--- src/rtl/mix_columns_engine_if.sv ---
// Handshake bundle for the MixColumns engine: input state channel, output state channel, busy flag.
//   in_valid/in_ready/in_state/in_inverse : producer -> engine state transfer
//   out_valid/out_ready/out_state         : engine -> consumer result transfer
//   busy                                  : engine holds a transfer (RUN or DONE)
interface mix_columns_engine_if;
    logic         in_valid;
    logic         in_ready;
    logic [127:0] in_state;
    logic         in_inverse;
    logic         out_valid;
    logic         out_ready;
    logic [127:0] out_state;
    logic         busy;

    // Producer/consumer side
    modport master (
        output in_valid, in_state, in_inverse, out_ready,
        input  in_ready, out_valid, out_state, busy
    );

    // Engine side
    modport slave (
        input  in_valid, in_state, in_inverse, out_ready,
        output in_ready, out_valid, out_state, busy
    );
endinterface

--- src/rtl/mix_columns_engine.sv ---
// Iterative AES MixColumns / InvMixColumns engine, COLS_PER_CYCLE columns per RUN cycle.
// Ports:
//   clk   : rising-edge clock
//   rst_n : synchronous active-low reset
//   bus   : mix_columns_engine_if.slave (input/output state handshakes, busy)
// A state is accepted in IDLE, transformed in place in RUN, then held in DONE until taken.
module mix_columns_engine #(
    parameter int unsigned COLS_PER_CYCLE = 1
) (
    input logic                 clk,
    input logic                 rst_n,
    mix_columns_engine_if.slave bus
);

    if (COLS_PER_CYCLE != 1 && COLS_PER_CYCLE != 2 && COLS_PER_CYCLE != 4) begin : g_bad_cols
        $error("mix_columns_engine: COLS_PER_CYCLE must be 1, 2 or 4");
    end

    localparam int unsigned NUM_COLS = 4;
    localparam int unsigned STATE_W  = 128;
    localparam logic [1:0]  COL_STEP = 2'(COLS_PER_CYCLE);
    localparam logic [1:0]  LAST_CNT = 2'(NUM_COLS - COLS_PER_CYCLE);

    typedef enum logic [1:0] {
        S_IDLE = 2'd0,
        S_RUN  = 2'd1,
        S_DONE = 2'd2
    } state_e;

    state_e               state_q, state_d;
    logic [1:0]           col_cnt_q, col_cnt_d;
    logic [STATE_W-1:0]   work_q, work_d;
    logic [STATE_W-1:0]   out_state_q, out_state_d;
    logic                 mode_q, mode_d;
    logic                 last_q, last_d;
    logic                 in_ready_q, in_ready_d;
    logic                 out_valid_q, out_valid_d;
    logic                 busy_q, busy_d;
    logic                 accept_c;

    // GF(2^8) multiply by x modulo 0x11B
    function automatic logic [7:0] xt(input logic [7:0] b);
        return {b[6:0], 1'b0} ^ (b[7] ? 8'h1B : 8'h00);
    endfunction

    // Multiply by a 4-bit coefficient: XOR of xt^n(b) over the set bits of k
    function automatic logic [7:0] gmul(input logic [7:0] b, input logic [3:0] k);
        logic [7:0] p;
        logic [7:0] acc;
        p   = b;
        acc = 8'h00;
        for (int i = 0; i < 4; i++) begin
            if (k[i]) acc = acc ^ p;
            p = xt(p);
        end
        return acc;
    endfunction

    // One column; row 0 is the MSB byte
    function automatic logic [31:0] mix_col(input logic [31:0] col, input logic inv);
        logic [7:0] a [4];
        logic [7:0] r [4];
        logic [3:0] k0, k1, k2, k3;
        k0 = inv ? 4'he : 4'h2;
        k1 = inv ? 4'hb : 4'h3;
        k2 = inv ? 4'hd : 4'h1;
        k3 = inv ? 4'h9 : 4'h1;
        a[0] = col[31:24];
        a[1] = col[23:16];
        a[2] = col[15:8];
        a[3] = col[7:0];
        for (int i = 0; i < 4; i++) begin
            r[i] = gmul(a[i], k0) ^ gmul(a[2'(i + 1)], k1)
                 ^ gmul(a[2'(i + 2)], k2) ^ gmul(a[2'(i + 3)], k3);
        end
        return {r[0], r[1], r[2], r[3]};
    endfunction

    assign accept_c = bus.in_valid && in_ready_q;

    // State register
    always_ff @(posedge clk) begin
        if (!rst_n) state_q <= S_IDLE;
        else        state_q <= state_d;
    end

    // Next-state logic; RUN spends one extra cycle (last_q) copying the work reg out
    always_comb begin
        state_d = state_q;
        unique case (state_q)
            S_IDLE:  if (accept_c)      state_d = S_RUN;
            S_RUN:   if (last_q)        state_d = S_DONE;
            S_DONE:  if (bus.out_ready) state_d = S_IDLE;
            default:                    state_d = S_IDLE;
        endcase
    end

    // Datapath and registered-output next values
    always_comb begin
        work_d      = work_q;
        col_cnt_d   = col_cnt_q;
        mode_d      = mode_q;
        last_d      = last_q;
        out_state_d = out_state_q;
        unique case (state_q)
            S_IDLE: begin
                if (accept_c) begin
                    work_d    = bus.in_state;
                    mode_d    = bus.in_inverse;
                    col_cnt_d = 2'd0;
                    last_d    = 1'b0;
                end
            end
            S_RUN: begin
                if (!last_q) begin
                    // Replace columns col_cnt .. col_cnt+COLS_PER_CYCLE-1 in place
                    for (int c = 0; c < 4; c++) begin
                        if ({1'b0, 2'(2'(c) - col_cnt_q)} < 3'(COLS_PER_CYCLE)) begin
                            work_d[127 - 32*c -: 32] = mix_col(work_q[127 - 32*c -: 32], mode_q);
                        end
                    end
                    col_cnt_d = col_cnt_q + COL_STEP;
                    last_d    = (col_cnt_q == LAST_CNT);
                end else begin
                    out_state_d = work_q;
                    last_d      = 1'b0;
                end
            end
            default: ;
        endcase
        in_ready_d  = (state_d == S_IDLE);
        out_valid_d = (state_d == S_DONE);
        busy_d      = (state_d != S_IDLE);
    end

    // Datapath and output registers
    always_ff @(posedge clk) begin
        if (!rst_n) begin
            col_cnt_q   <= 2'd0;
            work_q      <= '0;
            mode_q      <= 1'b0;
            last_q      <= 1'b0;
            out_state_q <= '0;
            in_ready_q  <= 1'b1;
            out_valid_q <= 1'b0;
            busy_q      <= 1'b0;
        end else begin
            col_cnt_q   <= col_cnt_d;
            work_q      <= work_d;
            mode_q      <= mode_d;
            last_q      <= last_d;
            out_state_q <= out_state_d;
            in_ready_q  <= in_ready_d;
            out_valid_q <= out_valid_d;
            busy_q      <= busy_d;
        end
    end

    assign bus.in_ready  = in_ready_q;
    assign bus.out_valid = out_valid_q;
    assign bus.out_state = out_state_q;
    assign bus.busy      = busy_q;

endmodule

--- src/flat_wrapper.sv ---
// flat-port wrapper written by rule: the top's interface ports become plain ports
module mix_columns_engine_flat 
#(
    parameter int unsigned COLS_PER_CYCLE = 1
)
  (clk, rst_n, bus_in_valid, bus_in_state, bus_in_inverse, bus_out_ready, bus_in_ready, bus_out_valid, bus_out_state, bus_busy);
  mix_columns_engine_if bus_i ();
  input logic clk;
  input logic rst_n;
  input wire logic [$bits(bus_i.in_valid)-1:0] bus_in_valid;
  input wire logic [$bits(bus_i.in_state)-1:0] bus_in_state;
  input wire logic [$bits(bus_i.in_inverse)-1:0] bus_in_inverse;
  input wire logic [$bits(bus_i.out_ready)-1:0] bus_out_ready;
  output wire logic [$bits(bus_i.in_ready)-1:0] bus_in_ready;
  output wire logic [$bits(bus_i.out_valid)-1:0] bus_out_valid;
  output wire logic [$bits(bus_i.out_state)-1:0] bus_out_state;
  output wire logic [$bits(bus_i.busy)-1:0] bus_busy;
  assign bus_i.in_valid = bus_in_valid;
  assign bus_i.in_state = bus_in_state;
  assign bus_i.in_inverse = bus_in_inverse;
  assign bus_i.out_ready = bus_out_ready;
  assign bus_in_ready = bus_i.in_ready;
  assign bus_out_valid = bus_i.out_valid;
  assign bus_out_state = bus_i.out_state;
  assign bus_busy = bus_i.busy;
  mix_columns_engine #(.COLS_PER_CYCLE(COLS_PER_CYCLE)) u_core (.clk(clk), .rst_n(rst_n), .bus(bus_i));
endmodule
--- config.mk ---
export PLATFORM = sky130hd
export DESIGN_NAME = mix_columns_engine_flat
export DESIGN_NICKNAME = d
export VERILOG_FILES = /design/src/rtl/mix_columns_engine_if.sv /design/src/rtl/mix_columns_engine.sv /design/src/flat_wrapper.sv
export SDC_FILE = /design/constraint.sdc
export NUM_CORES = 1
export LEC_CHECK = 0
export CORE_UTILIZATION = 57
export CTS_BUF_LIST = sky130_fd_sc_hd__clkbuf_8
export DETAILED_ROUTE_END_ITERATION = 10
export PLACE_DENSITY = 0.9
export RECOVER_POWER = 25
export SLEW_MARGIN = 20
export SYNTH_ARGS = -nofsm -noshare
export SYNTH_HDL_FRONTEND = slang
export SYNTH_SLANG_ARGS = --single-unit
--- constraint.sdc ---
create_clock -name clk -period 2.3 [get_ports clk]
set_clock_uncertainty 0.05 [all_clocks]
set_input_delay 0.46 -clock clk [delete_from_list [all_inputs] [get_ports clk]]
set_output_delay 0.46 -clock clk [all_outputs]
set_load 0.05 [all_outputs]
After elaboration in Yosys (flattened, before gate mapping)
Cells that the tools add are included.
W data, S select, Z words.
- bits in registers: 265
- input bits: 133
- output and inout bits: 131
- word-level logic and storage cells: 1017
- add/subtract/negate cells: 5
- magnitude comparators: 4
- equal/unequal tests: 10
- multiplexer cells: 757
- bitwise operators: 216
- reduce and logical (&&, ||, !) cells: 13
- operator list (kind ; number):
    $mux W8 ; 688
    $xor A8 B8 Y8 ; 215
    $mux W128 ; 2
    $pmux W128 S2 ; 1
    $mux W5 ; 48
    $mux W32 ; 4
    $mux W4 ; 4
    $reduce_and A4 Y1 ; 4
    $mux W2 ; 5
    $ne A2 B1 Y1 const B ; 5
    $lt A2 B1 Y1 const B ; 4
    $xor A8 B5 Y8 ; 1
    $eq A2 B2 Y1 const B ; 3
    $pmux W2 S3 ; 1
    $reduce_and A2 Y1 ; 3
    $logic_not A2 Y1 ; 2
    $pmux W2 S2 ; 1
    $reduce_bool A2 Y1 ; 2
    $sub A1 B2 Y2 const A ; 2
    $sub A2 B2 Y2 const A ; 2
    $reduce_and A3 Y1 ; 1
    $add A2 B1 Y2 const B ; 1
    $eq A2 B1 Y1 const B ; 1
    $mux W1 ; 2
    other kinds (3) ; 3

Longest topological paths before layout
Gate-level depths: netlist of the first run.
- depth after elaboration: 26
- gate-level depth with buffers: 9
- gate-level depth less buffers: 7

Worst setup path after synthesis of the first run
No wires, ideal clock.
- path kind: reg2reg
- from: register u_core.in_ready_q, in the netlist u_core.bus.in_ready
- to: register u_core.work_q[112]
- setup time: 0.128 ns
- data arrival time: 1.986 ns
- data required time: 2.122 ns
- slack: 0.136 ns
- cell stages (with the launch flop): 7
- buffers on the path: 1
- clock period less this slack: 2.164 ns
- cells stage by stage: dfxtp_1 > nand3b_1 > a21oi_1 > clkbuf_1 > o211ai_1 > o21ai_0 > nor2_1
- longest elaborated chain between the ends: 3
- ends and longest elaborated chain (element ; RTL line ; source):
    from (decl) ; mix_columns_engine.sv:36 ; logic in_ready_q, in_ready_d;
    from (signal assigned) ; mix_columns_engine.sv:153 ; in_ready_q <= in_ready_d;
    $logic_and A1 B1 Y1 ; mix_columns_engine.sv:79 ; assign accept_c = bus.in_valid && in_ready_q;
    $ne A2 B1 Y1 (no source line) ; - ;
    $reduce_and A4 Y1 (no source line) ; - ;
    to (signal assigned) ; mix_columns_engine.sv:149 ; work_q <= work_d;
    to (decl) ; mix_columns_engine.sv:32 ; logic [STATE_W-1:0] work_q, work_d;
Every way passes these cells.
A chain may end at the register's enable or synchronous reset.

Worst setup path in the final report of the first run
- from: register u_core.out_state_q[32], in the netlist u_core.bus.out_state[32]
- to: output bus_out_state[32]
- RTL lines (element ; RTL line ; source):
    from (decl) ; mix_columns_engine.sv:33 ; logic [STATE_W-1:0] out_state_q, out_state_d;
    from (signal assigned) ; mix_columns_engine.sv:152 ; out_state_q <= out_state_d;
    to (decl) ; flat_wrapper.sv:16 ; output wire logic [$bits(bus_i.out_state)-1:0] bus_out_state;
No word-level cell between the ends.

==> impl_metrics.csv, run 1 <==
group,metric,value,unit
status,status,"finished, violations left",
status,violations,"design-rule violations",
logic_synthesis,yosys_most_used_dff,"dfxtp_1",
critical_path,arrival,1.75,ns
min_path,hp-class,"input port to flip-flop",
clock_network,cts_buffer_depth,3,
pwr,p_per_area,794,nW/um^2
critical_path,max_stage_delay,0.82,ns
pwr,switchingPower,6480,uW
timing,maxSlewHeadroom,0.384,
critical_path,path_max_fanout,2,
logic_synthesis,yosysWarnings,0,
clock_network,clk_transition_reported_paths,0.07,ns
finish,nNetsFinal,2623,
clock_network,clock_latency,0.57,ns
die,ios,264,
logic_synthesis,avgSynthCellArea,8.05,sq um
logic_synthesis,synthArstFlopShare,0,
route,drt_iter0_drc,1493,
pwr,p_seq_frac,0.301,
route,antenna_left,0,
die,std_cell_rows,64,
logic_synthesis,synth_top_area_cell,"dfxtp_1",
critical_path,crit_path_end_kind,"output pin",
logic_synthesis,yosys-top-cells-area,"dfxtp_1, xnor2_1, nand2_1, a21oi_1, xor2_1",
timing,rsz0062_at_grt,"no",
pwr,p_sw_frac,0.360,
global_route,grt_util_all_layers,0.331,
global_route,grtUsageMet3,0.0470,
global_route,busiest_layer,"met2",
pwr,vdd_ir_drop_max,499,uV
timing,setup_violations,0,
placement,post_dp_cell_area,21700,sq um
finish,final_cell_area,22700,sq um
logic_synthesis,synth_edf_count,0,
pwr,p_int,11500,uW
logic_synthesis,synth_area,18000,sq um
route,vias_per_cell,5.68,
logic_synthesis,synthCells,2241,
run,cap_violations,0,
finish,areaGrowthSynthToFinish,25.5,%
critical_path,slowest_stage,"clkdlybuf4s50_1",
clock_network,post_cts_buffers,0,
timing,post-route-period-util,0.984,
critical_path,path_buf_inv,1,
clock_network,htree_levels,2,
min_path,hp-start,"rst_n",
route,dr_total_vias,16560,
placement,dp_hpwl,39000,um
timing,min_period,2.26,ns
die,die_x,180,um
timing,tightest_slew,0.924,ns
finish,drive_above_1_share,0.113,
logic_synthesis,ys_ff_latch,265,
critical_path,crit_family,"buffers and inverters",
timing,holdWs,0.335,ns
global_route,grt_use_met2,0.563,
critical_path,worstReg2RegStart,"u_core.work_q[94]",
die,core,30800,sq um
finish,fin_util,0.735,
clock_network,cts_made_buffers,45,
pwr,combPwrFrac,0.449,
finish,fillers,2278,
timing,hold_viol_final,0,
die,die_y,180,um
critical_path,startpoint,"u_core.bus.out_state[32]",
global_route,overflow,0,
global_route,grt_pass1_vias,16276,
placement,gp_congestion,0.976,
timing,fmax,442,MHz
die,die_area,32400,sq um
logic_synthesis,ys_seq_area_frac,0.294,
clock_network,clkSinkCount,265,
critical_path,start_kind,"flip-flop",
route,wl_per_cell,18.8,um
route,drc,18,
critical_path,cp.required,1.79,ns
finish,multiInputGateArea,11700,sq um
timing,fin_tns_setup,0,ns
pwr,p_clk_frac,0.250,
clock_network,cts_root_buf,"clkbuf_8",
route,wl,54700,um
critical_path,crit_chain,"clkdlybuf4s50_1",
clock_network,cts_tree,"done",
logic_synthesis,synth.top_cell.area_share,0.294,
critical_path,criticalPathCategory,"flip-flop to output pin",
placement,numPortBuffers,263,
route,dr.pass1.iters,10,
finish,regArea,5320,sq um
logic_synthesis,synth_nets,2379,
global_route,met1_usage,0.421,
logic_synthesis,synth_cell_types,51,
clock_network,cts_hold_buf,0,
pwr,leakagePower,0.00845,uW
global_route,grt_pass1_wl,86600,um
die,start_util,0.585,
global_route,grt_max_degree,86,
timing,drv_slew,0,
global_route,antenna_found_initial,2,
## sequential cells by signal (all words and copies together), names as in the netlist
register              count
u_core.bus.out_state    128
u_core.mode_q             1
u_core.last_q             1
u_core.bus.out_valid      1
u_core.state_q            2
u_core.col_cnt_q          2
u_core.bus.in_ready       1
u_core.bus.busy           1
u_core.work_q           128
## cells in the mapped netlist (2+ instances only)
cell      number
o211a_1        4
nand3b_1       5
inv_1          4
dfxtp_1      265
o21ai_1        2
buf_2         47
xnor2_4        2
xor2_1       135
xnor2_2       11
xor2_2         3
ha_1           5
o211ai_1      13
nand2_1      455
buf_4         25
xor3_1        13
mux2i_1       21
and2_1         2
nand2b_1       4
nor2b_1       10
a211oi_1      33
a31oi_1       11
a21o_1         4
buf_1          8
a311oi_1      33
nand3_1       14
xnor2_1      412
a211o_1       19
buf_6          5
xnor3_1       32
clkbuf_1     153
nor2_1       161
o21ai_0       50
xor2_4         2
and3_1        16
a21oi_1      246
## cells by family (layout without fill, tap and decap cells)
family,Yosys count,count (layout),share of synthesized area
simple gates,673,673,0.148
buf+inv,243,523,0.0611
flops,265,265,0.294
compound gates,422,422,0.138
other cells,0,1,0
fa+ha+maj,5,5,0.00347
mux,21,21,0.0117
xor+xnor,612,612,0.344
## layout by cell type (no fill, tap or decap), drive strengths merged, types with 13 or more instances in the layout
master	synthesis	layout
a211o	19	19
xnor3	33	33
o211ai	13	13
o21ai	52	52
nand2	455	455
a211oi	33	33
clkdlybuf4s50	0	260
xor2	140	140
clkbuf	153	59
nor2	161	161
and3	16	16
a21oi	247	247
inv	4	20
xnor2	425	425
xor3	14	14
a311oi	33	33
mux2i	21	21
buf	85	172
dfxtp	265	265
nand3	14	14
## power by group through the flow
stage	sequential [uW]	combinational (uW)	clock, uW
2_1_floorplan	5090	6240	0
3_3_place_gp	5470	7730	0
3_5_place_dp	5480	7910	0
4_1_cts	5380	7980	4580
5_1_grt	5430	8660	4770
6_report	5410	8080	4510
## through the flow
step / setup WS (ns) / total power (uW) / instances
2_1_floorplan: 0.136 / 11300 / 2241
3_3_place_gp: 0.0767 / 13200 / 2834
3_5_place_dp: 0.0267 / 13400 / 2834
4_1_cts: 0.0177 / 17900 / 2917
5_1_grt: 0.00128 / 18900 / 2918
6_report: 0.0363 / 18000 / 2918
## routing by layer
metal	vias up	wire (um)
met5	-	13
met3	184	4120
met4	2	2070
met1	7866	22300
met2	780	26300
li1	7728	-
## cell type report
cell class                      instances  share of cell area
Multi-Input combinational cell       1733               0.517
Sequential cell                       265               0.235
Timing Repair Buffer                  435               0.183
Clock buffer                           58              0.0352
Tap cell                              396              0.0219
Clock inverter                         25             0.00696
Inverter                                5             0.00105
Antenna cell                            1            0.000110
## timing repair
item                                   CTS  global route
setup endpoints to repair                1            15
gates resized for setup                  1            13
endpoints found under the hold margin    0             0
## worst paths after layout
kind	endpoint	slack (ns)	depth (start not counted)
worst max register to register	u_core.work_q[82]	0.09	6
worst min-delay path	u_core.work_q[93]	0.33	3
worst min register to register	u_core.bus.out_state[111]	0.40	2
worst max-delay path	bus_out_state[32]	0.04	1
No activity file was read; power rests on OpenSTA's default activity.
==> run 2: changes to the inputs <==
--- a/config.mk
+++ b/config.mk
@@ -5,6 +5,7 @@
 export SDC_FILE = /design/constraint.sdc
 export NUM_CORES = 1
 export LEC_CHECK = 0
+export ABC_CLOCK_PERIOD_IN_PS = 2300
 export CORE_UTILIZATION = 57
 export CTS_BUF_LIST = sky130_fd_sc_hd__clkbuf_8
 export DETAILED_ROUTE_END_ITERATION = 10
==> results of run 2 <==
Same layout as run 1: the final DEF is identical, and so are final timing and power.
